--- src/rtl/dma_pkg.sv ---
// Shared state encoding and AXI constants for the EPU DMA master.
// Fallback AXI widths for builds that do not provide the system-wide defines.
`ifndef AXI_ADDR_BITS
`define AXI_ADDR_BITS 32
`endif
`ifndef AXI_DATA_BITS
`define AXI_DATA_BITS 32
`endif
`ifndef AXI_LEN_BITS
`define AXI_LEN_BITS 4
`endif
`ifndef AXI_ID_BITS
`define AXI_ID_BITS 4
`endif

package dma_pkg;

  typedef enum logic [2:0] {
    ST_IDLE  = 3'd0,
    ST_RADDR = 3'd1,
    ST_RDATA = 3'd2,
    ST_WADDR = 3'd3,
    ST_WDATA = 3'd4,
    ST_WRESP = 3'd5,
    ST_DONE  = 3'd6
  } dma_state_e;

  localparam logic [2:0] SIZE_WORD  = 3'b010;
  localparam logic [1:0] BURST_INCR = 2'b01;
  localparam logic [1:0] RESP_OKAY  = 2'b00;
  localparam logic [3:0] WSTRB_ALL  = 4'hF;

endpackage

--- src/rtl/dma_burst_buf.sv ---
// Burst staging buffer: one write port fed by R beats, one combinational read port feeding W.
module dma_burst_buf #(
  parameter int DEPTH = 16,
  parameter int WIDTH = 32
) (
  input  logic                     ACLK,
  input  logic                     ARESETn,
  input  logic                     wr_en,
  input  logic [$clog2(DEPTH)-1:0] wr_idx,
  input  logic [WIDTH-1:0]         wr_data,
  input  logic [$clog2(DEPTH)-1:0] rd_idx,
  output logic [WIDTH-1:0]         rd_data
);

  logic [WIDTH-1:0] mem_r [DEPTH];

  // Capture one accepted read beat per cycle.
  always_ff @(posedge ACLK or negedge ARESETn) begin
    if (!ARESETn) begin
      for (int i = 0; i < DEPTH; i++) begin
        mem_r[i] <= '0;
      end
    end else if (wr_en) begin
      mem_r[wr_idx] <= wr_data;
    end
  end

  assign rd_data = mem_r[rd_idx];

endmodule

--- src/rtl/epu_dma_master.sv ---
// AXI4 block-copy master: reads bursts of up to BUF_DEPTH words, then writes them back out.
`ifndef AXI_ADDR_BITS
`define AXI_ADDR_BITS 32
`endif
`ifndef AXI_DATA_BITS
`define AXI_DATA_BITS 32
`endif
`ifndef AXI_LEN_BITS
`define AXI_LEN_BITS 4
`endif
`ifndef AXI_ID_BITS
`define AXI_ID_BITS 4
`endif

module epu_dma_master
  import dma_pkg::*;
#(
  parameter int                      BUF_DEPTH   = 16,
  parameter int                      MAX_WORDS_W = 16,
  parameter logic [`AXI_ID_BITS-1:0] DMA_ID      = 4'd2
) (
  input  logic                        ACLK,
  input  logic                        ARESETn,
  input  logic                        cfg_start,
  input  logic [`AXI_ADDR_BITS-1:0]   cfg_src,
  input  logic [`AXI_ADDR_BITS-1:0]   cfg_dst,
  input  logic [MAX_WORDS_W-1:0]      cfg_words,
  input  logic                        cfg_clr,
  output logic                        dma_busy,
  output logic                        dma_err,
  output logic                        dma_interrupt,
  output logic [`AXI_ID_BITS-1:0]     ARID,
  output logic [`AXI_ADDR_BITS-1:0]   ARADDR,
  output logic [`AXI_LEN_BITS-1:0]    ARLEN,
  output logic [2:0]                  ARSIZE,
  output logic [1:0]                  ARBURST,
  output logic                        ARVALID,
  input  logic                        ARREADY,
  input  logic [`AXI_ID_BITS-1:0]     RID,
  input  logic [`AXI_DATA_BITS-1:0]   RDATA,
  input  logic [1:0]                  RRESP,
  input  logic                        RLAST,
  input  logic                        RVALID,
  output logic                        RREADY,
  output logic [`AXI_ID_BITS-1:0]     AWID,
  output logic [`AXI_ADDR_BITS-1:0]   AWADDR,
  output logic [`AXI_LEN_BITS-1:0]    AWLEN,
  output logic [2:0]                  AWSIZE,
  output logic [1:0]                  AWBURST,
  output logic                        AWVALID,
  input  logic                        AWREADY,
  output logic [`AXI_DATA_BITS-1:0]   WDATA,
  output logic [`AXI_DATA_BITS/8-1:0] WSTRB,
  output logic                        WLAST,
  output logic                        WVALID,
  input  logic                        WREADY,
  input  logic [`AXI_ID_BITS-1:0]     BID,
  input  logic [1:0]                  BRESP,
  input  logic                        BVALID,
  output logic                        BREADY
);

  localparam int ADDR_W = `AXI_ADDR_BITS;
  localparam int LEN_W  = `AXI_LEN_BITS;
  localparam int IDX_W  = $clog2(BUF_DEPTH);
  localparam int CNT_W  = IDX_W + 1;

  dma_state_e             state_r;
  logic [ADDR_W-1:0]      src_r;
  logic [ADDR_W-1:0]      dst_r;
  logic [MAX_WORDS_W-1:0] rem_r;
  logic [CNT_W-1:0]       blen_r;
  logic [IDX_W-1:0]       rcnt_r;
  logic [IDX_W-1:0]       wcnt_r;
  logic                   err_pend_r;

  logic [MAX_WORDS_W-1:0] rem_next_s;
  logic [CNT_W-1:0]       blen_next_s;
  logic [IDX_W-1:0]       last_idx_s;
  logic [ADDR_W-1:0]      step_s;
  logic                   rd_fire_s;
  logic                   rd_last_s;
  logic                   wr_last_s;
  logic                   unused_ok_s;

  assign ARID    = DMA_ID;
  assign AWID    = DMA_ID;
  assign ARSIZE  = SIZE_WORD;
  assign AWSIZE  = SIZE_WORD;
  assign ARBURST = BURST_INCR;
  assign AWBURST = BURST_INCR;
  assign WSTRB   = WSTRB_ALL;

  assign last_idx_s = IDX_W'(blen_r - CNT_W'(1));
  assign step_s     = ADDR_W'({blen_r, 2'b00});
  assign rd_fire_s  = (state_r == ST_RDATA) && RVALID && RREADY;
  assign rd_last_s  = (rcnt_r == last_idx_s);
  assign wr_last_s  = (wcnt_r == last_idx_s);
  assign unused_ok_s = ^{RID, BID};

  // Words left after the current burst and the size of the burst that follows.
  always_comb begin
    rem_next_s  = '0;
    blen_next_s = '0;
    if (state_r == ST_IDLE) begin
      rem_next_s = cfg_words;
    end else begin
      rem_next_s = rem_r - MAX_WORDS_W'(blen_r);
    end
    if (rem_next_s >= MAX_WORDS_W'(BUF_DEPTH)) begin
      blen_next_s = CNT_W'(BUF_DEPTH);
    end else begin
      blen_next_s = rem_next_s[CNT_W-1:0];
    end
  end

  dma_burst_buf #(
    .DEPTH (BUF_DEPTH),
    .WIDTH (`AXI_DATA_BITS)
  ) u_buf (
    .ACLK    (ACLK),
    .ARESETn (ARESETn),
    .wr_en   (rd_fire_s),
    .wr_idx  (rcnt_r),
    .wr_data (RDATA),
    .rd_idx  (wcnt_r),
    .rd_data (WDATA)
  );

  // Transfer sequencer with all handshake and status outputs registered.
  always_ff @(posedge ACLK or negedge ARESETn) begin
    if (!ARESETn) begin
      state_r       <= ST_IDLE;
      src_r         <= '0;
      dst_r         <= '0;
      rem_r         <= '0;
      blen_r        <= '0;
      rcnt_r        <= '0;
      wcnt_r        <= '0;
      err_pend_r    <= 1'b0;
      ARADDR        <= '0;
      ARLEN         <= '0;
      ARVALID       <= 1'b0;
      RREADY        <= 1'b0;
      AWADDR        <= '0;
      AWLEN         <= '0;
      AWVALID       <= 1'b0;
      WVALID        <= 1'b0;
      WLAST         <= 1'b0;
      BREADY        <= 1'b0;
      dma_busy      <= 1'b0;
      dma_err       <= 1'b0;
      dma_interrupt <= 1'b0;
    end else begin
      if (cfg_clr) begin
        dma_interrupt <= 1'b0;
        dma_err       <= 1'b0;
      end
      case (state_r)
        ST_IDLE: begin
          if (cfg_start) begin
            src_r      <= cfg_src;
            dst_r      <= cfg_dst;
            rem_r      <= cfg_words;
            blen_r     <= blen_next_s;
            rcnt_r     <= '0;
            wcnt_r     <= '0;
            err_pend_r <= 1'b0;
            if (cfg_words == '0) begin
              state_r <= ST_DONE;
            end else begin
              state_r  <= ST_RADDR;
              dma_busy <= 1'b1;
              ARVALID  <= 1'b1;
              ARADDR   <= cfg_src;
              ARLEN    <= LEN_W'(blen_next_s - CNT_W'(1));
            end
          end
        end
        ST_RADDR: begin
          if (ARREADY) begin
            ARVALID <= 1'b0;
            RREADY  <= 1'b1;
            rcnt_r  <= '0;
            state_r <= ST_RDATA;
          end
        end
        ST_RDATA: begin
          if (rd_fire_s) begin
            // The beat count, not RLAST, ends the burst; a disagreeing RLAST is flagged.
            if ((RRESP != RESP_OKAY) || (RLAST != rd_last_s)) begin
              err_pend_r <= 1'b1;
            end
            if (rd_last_s) begin
              RREADY  <= 1'b0;
              AWVALID <= 1'b1;
              AWADDR  <= dst_r;
              AWLEN   <= LEN_W'(last_idx_s);
              state_r <= ST_WADDR;
            end else begin
              rcnt_r <= rcnt_r + IDX_W'(1);
            end
          end
        end
        ST_WADDR: begin
          if (AWREADY) begin
            AWVALID <= 1'b0;
            WVALID  <= 1'b1;
            WLAST   <= (blen_r == CNT_W'(1));
            wcnt_r  <= '0;
            state_r <= ST_WDATA;
          end
        end
        ST_WDATA: begin
          if (WREADY) begin
            if (wr_last_s) begin
              WVALID  <= 1'b0;
              WLAST   <= 1'b0;
              BREADY  <= 1'b1;
              state_r <= ST_WRESP;
            end else begin
              wcnt_r <= wcnt_r + IDX_W'(1);
              WLAST  <= ((wcnt_r + IDX_W'(1)) == last_idx_s);
            end
          end
        end
        ST_WRESP: begin
          if (BVALID) begin
            BREADY <= 1'b0;
            src_r  <= src_r + step_s;
            dst_r  <= dst_r + step_s;
            rem_r  <= rem_next_s;
            if (BRESP != RESP_OKAY) begin
              err_pend_r <= 1'b1;
            end
            if ((rem_next_s == '0) || err_pend_r || (BRESP != RESP_OKAY)) begin
              state_r <= ST_DONE;
            end else begin
              state_r <= ST_RADDR;
              blen_r  <= blen_next_s;
              ARVALID <= 1'b1;
              ARADDR  <= src_r + step_s;
              ARLEN   <= LEN_W'(blen_next_s - CNT_W'(1));
            end
          end
        end
        ST_DONE: begin
          // Setting the status takes priority over a coincident clear.
          dma_interrupt <= 1'b1;
          dma_err       <= (dma_err & ~cfg_clr) | err_pend_r;
          dma_busy      <= 1'b0;
          state_r       <= ST_IDLE;
        end
        default: begin
          state_r <= ST_IDLE;
        end
      endcase
    end
  end

endmodule

--- config.mk ---
export PLATFORM = sky130hd
export DESIGN_NAME = epu_dma_master
export DESIGN_NICKNAME = d
export VERILOG_FILES = /design/src/rtl/dma_pkg.sv /design/src/rtl/dma_burst_buf.sv /design/src/rtl/epu_dma_master.sv
export SDC_FILE = /design/constraint.sdc
export NUM_CORES = 1
export LEC_CHECK = 0
export ABC_AREA = 1
export BUFFER_PORTS_ARGS = -buffer_cell sky130_fd_sc_hd__buf_2
export CORE_MARGIN = 2
export CORE_UTILIZATION = 38
export DETAILED_ROUTE_END_ITERATION = 7
export PLACE_DENSITY = 0.57
export RECOVER_POWER = 50
export SLEW_MARGIN = 20
export SYNTH_ARGS = -nofsm -noshare
export SYNTH_HDL_FRONTEND = slang
export SYNTH_HIERARCHICAL = 1
export SYNTH_SLANG_ARGS = --single-unit
--- constraint.sdc ---
create_clock -name ACLK -period 3.6 [get_ports ACLK]
set_input_delay 1.08 -clock ACLK [delete_from_list [all_inputs] [get_ports ACLK]]
set_output_delay 1.08 -clock ACLK [all_outputs]
set_load 0.01 [all_outputs]
==> run summary <==
The flow ran to the end, but the final reports show violations. The final reports fail on max-capacitance violations, max-slew violations. The average wire per cell in the routed design came out at around 18 um. The maximum number of buffers from clock root to sink is 3.

For the pin with the worst max-slew slack, the measured transition is 2.063 ns. In the synthesized netlist the dominant register cell turns out to be dfrtp_1. The count of H-tree levels built during CTS came out at 3. The number of nets at the end of the flow came out at 4953. The achievable clock frequency is 282.1 MHz. The number of enable-type register cells in the synthesized netlist is 0.

In this run the critical register-to-register path is launched from blen_r[1]. The worst setup path is captured at a primary output. The total number of vias came out at 30.34k. Entering global routing, the biggest net connects 116 pins.

The Yosys warning count came out at 6. The count of pins on the block boundary is around 270. The starting DRC count in detailed routing came out at 2612. The remaining global-route overflow came out at 0. The clock root buffer is clkbuf_16. The wire length of the first global-routing pass is 168.1 mm. The routed design has 108.8 mm of wire. The number of global-route vias before repair is a little under 30k. Setup repair after global routing could not meet its margin everywhere. TritonCTS built the clock tree. The data arrival time of the critical path came out at ~2.5 ns. The portion of total power attributed to sequential cells came out at 0.345. The die is between 300 and 400 um wide. The highest fanout seen on the critical path is 12. The total routing resource utilization after global routing came out at 0.2261. The setup violation total in the final timing report is 0. The initial antenna violation count is 13.

The worst register-to-register path ends at ARLEN[2]. Synthesis produced a netlist whose cell count is about 4.7k. The cell count of the worst reg-to-reg path came out at 20. The worst endpoint required time came out at 2.52 ns. The min-delay analysis places its worst path in the category flip-flop to flip-flop. The worst vdd rail ir drop came out at approximately 0.00038 V. The count of nets left with antenna violations once routing finished came out at 0. Final hold analysis gives a worst-case slack of 0.4699 ns. Walking the worst path, the cells encountered are buf_4 > buf_4 > clkbuf_16 > o21ai_0 > nand2_1 > nand3_1 > nand3_1 > nand2_2 > buf_2. The proportion of synthesized flip-flops having asynchronous set or reset came out at 1.000. The hold path depth is 2.

The number of buffers and inverters on the critical path is 4. The worst setup path is of the flip-flop to primary output kind. The die covers ~95000 um^2. The last weighted congestion value of the routability-driven placer is 0.8893. The headroom to the max-slew limit is -0.3751. The final worst-path cycle share came out at 0.9848. The effective utilization at floorplan is 0.3827. The number of design rule violations left after detail routing came out at 0. The average cell area after synthesis is 7.532 um^2. Total power for the finished layout comes to 28.83 mW. The flop and latch count out of synthesis came out at 690. The largest individual stage delay along the critical path comes from the cell dfrtp_4. The biggest area contributor in the post-synthesis netlist is dfrtp_1. The combinational cell fraction of total power came out at 0.371. The category of cells accounting for the largest share of critical-path delay is buffers and inverters.

The final setup skew came out at 0.05568 ns. The routed design could run at a clock period as short as 3.545 ns. The peak per-stage delay on the critical path is 0.58 ns. The register clock-pin slew on the reported worst setup and hold paths came out at approximately 0.06 ns. The non-filler instance count after layout came out at 6039. Counting the buffers created by CTS gives 80. The internal portion of the total power is 17.62 mW. Yosys mapped the design onto 54 distinct sky130hd cell types. The area added between synthesis and finish came out at 15.36%. The proportion of netlist area held by the largest area contributor is 0.4930. Of the total power, the clock network draws 0.284. The count of endpoints failing hold in the final timing report came out at 0. The endpoint with the worst hold slack is ARADDR[14]. The count of buffers inserted at the top-level ports came out at 238. Of the total power, the share spent switching nets is 0.3889.

The die is slightly above 300 um tall. The max-cap check violation count came out at 3. The later pin in the worst-skew pair is clocked with a latency of 0.66 ns. The worst hold path begins at ARADDR[14]. The setup check on the worst reg-to-reg path leaves a slack of between 0.3 and 0.4 ns.

The number of search-and-repair iterations in the first detailed-routing pass is 6. The power density over the cells came out at 713.5 nW/um^2. STA classifies the critical path startpoint as a flip-flop.

The area inside the core boundary is 91520 um^2. The synthesized area is 35030 um^2. Yosys attributes the largest share of cell area to dfrtp_1 (49%), nand2_1 (16%), o21ai_0 (9.3%). The cell leakage power is between 15 and 20 nW. The switching power total came out at 11.21 mW.

The number of vias per cell came out at between 5 and 6. The share of final-layout standard cells stronger than drive strength 1 is 0.1074. The max-slew violation count came out at 160. After detailed placement, the design holds a cell count of roughly 6k. The cell row count came out at 111. The sum of negative setup slack came out at 0 ns. The wire-length estimate of the detail-placed layout is 63.55 mm. The clock sink total is 690.

The sequential element share of the synthesized area is 0.4930.
[logic make-up (layout without fill, tap and decap cells)]
family / after synthesis / after routing / share of synthesized area
simple gates: 2157 / 2157 / 0.2583
buf+inv: 935 / 1116 / 0.1080
compound gates: 788 / 788 / 0.1174
flops: 690 / 690 / 0.4930
xor+xnor: 48 / 48 / 0.01222
fa+ha+maj: 23 / 23 / 0.008859
mux: 7 / 7 / 0.002036
other cells: 2 / 24 / 0.0002144
[worst min-delay path: stages (launching register included)]
cell,delay [ns]
dfrtp_1,0.34
nand2_1,0.05
nand2_1,0.04
[per-layer routing]
metal | GRT usage | part of all wire
met1 | 0.3105 | 0.46
met2 | 0.3709 | 0.46
met3 | 0.03606 | 0.058
met4 | 0.05956 | 0.024
met5 | 0 | 0.00037
[worst max path at each step]
stage               startpoint  slack, ns                to  depth (start not counted)
CTS                  wcnt_r[0]      0.002         WDATA[22]                          8
floorplan            blen_r[0]       0.71          ARLEN[2]                         20
global placement     blen_r[3]       0.40          ARLEN[2]                         19
finish               wcnt_r[0]       0.05         WDATA[31]                          9
global route           ARESETn      -0.02  u_buf/mem_r[207]                          2
detailed placement   blen_r[1]       0.37          ARLEN[2]                         20
[cell usage after synthesis (8+ instances only)]
| master | instances |
|---|---|
| nand2_1 | 1502 |
| xor2_1 | 33 |
| buf_4 | 27 |
| inv_1 | 618 |
| nor2_2 | 13 |
| nand3_2 | 8 |
| o22ai_1 | 13 |
| xnor2_1 | 14 |
| o211ai_1 | 14 |
| nand4_1 | 20 |
| o21ai_1 | 44 |
| o221ai_1 | 19 |
| clkbuf_1 | 162 |
| inv_2 | 16 |
| nor4_1 | 14 |
| nand3_1 | 459 |
| dfrtp_1 | 690 |
| buf_2 | 79 |
| buf_6 | 9 |
| buf_1 | 21 |
| ha_1 | 20 |
| nor2_1 | 84 |
| o21ai_0 | 652 |
| a21oi_1 | 32 |
| nor3_1 | 20 |
[final cells by class]
class                           instances  area [um^2]
Inverter                              634         2409
Tap cell                             1186         1484
Clock buffer                          122         2352
Timing Repair Buffer                  344         2500
Antenna cell                            2        5.005
Clock inverter                         15        275.3
Sequential cell                       690        17280
Multi-Input combinational cell       3045        14090
Timing Repair inverter                  1        11.26
Fill cell                            9444        51120
[repair_timing]
item | 4_1_cts | 5_1_grt
endpoints found under the setup margin | 23 | 24
pin swaps | 0 | 1
gates resized for setup | 6 | 33
gates cloned | 1 | 8
hold buffers | 0 | 0
buffers inserted | 2 | 7
[layout by cell type, fill, tap and decap left out, types with 5 or more instances in the layout]
cell	count
nand2_1	1492
dfrtp_1	686
o21ai_0	641
inv_1	617
nand3_1	460
buf_2	223
clkbuf_16	88
nor2_1	84
o21ai_1	54
buf_4	46
clkbuf_1	45
xor2_1	33
a21oi_1	32
buf_12	27
conb_1	22
nand4_1	20
nor3_1	20
ha_1	20
o221ai_1	19
nand2_2	16
inv_2	15
clkbuf_8	15
xnor2_1	14
nor4_1	14
o211ai_1	14
o22ai_1	13
nor2_2	10
clkbuf_2	10
nor2_4	7
nand3_2	7
o21ai_2	7
or2_1	6
mux2i_1	6
buf_16	5
[flip-flops by register name (all words and copies together), names as in the netlist, 3 cells and up]
| register | count |
|---|---|
| AWLEN | 4 |
| blen_r | 5 |
| dst_r | 32 |
| state_r | 3 |
| ARADDR | 32 |
| rcnt_r | 4 |
| AWADDR | 32 |
| wcnt_r | 4 |
| ARLEN | 4 |
| rem_r | 16 |
| u_buf/mem_r | 512 |
| src_r | 32 |
[stage by stage]
| step | setup slack, ns | utilization | area (um^2) |
|---|---|---|---|
| after global placement | 0.4036 | 0.4108 | 37590 |
| after detailed placement | 0.3703 | 0.4108 | 37590 |
| final | 0.05484 | 0.4415 | 40410 |
| after CTS | 0.001743 | 0.4403 | 40300 |
| after global routing | -0.02479 | 0.4414 | 40400 |
| after floorplan | 0.7061 | - | 35100 |
[power groups by stage]
stage	combinational, mW	sequential, mW	clock (mW)
after CTS	10.3	9.93	8.40
after global routing	12.1	10.1	8.69
after detailed placement	10.1	10.0	0
after global placement	10.0	10.0	0
final	10.7	9.96	8.19
after floorplan	6.97	9.92	0
Note: power is estimated with default switching activity, not from simulation.
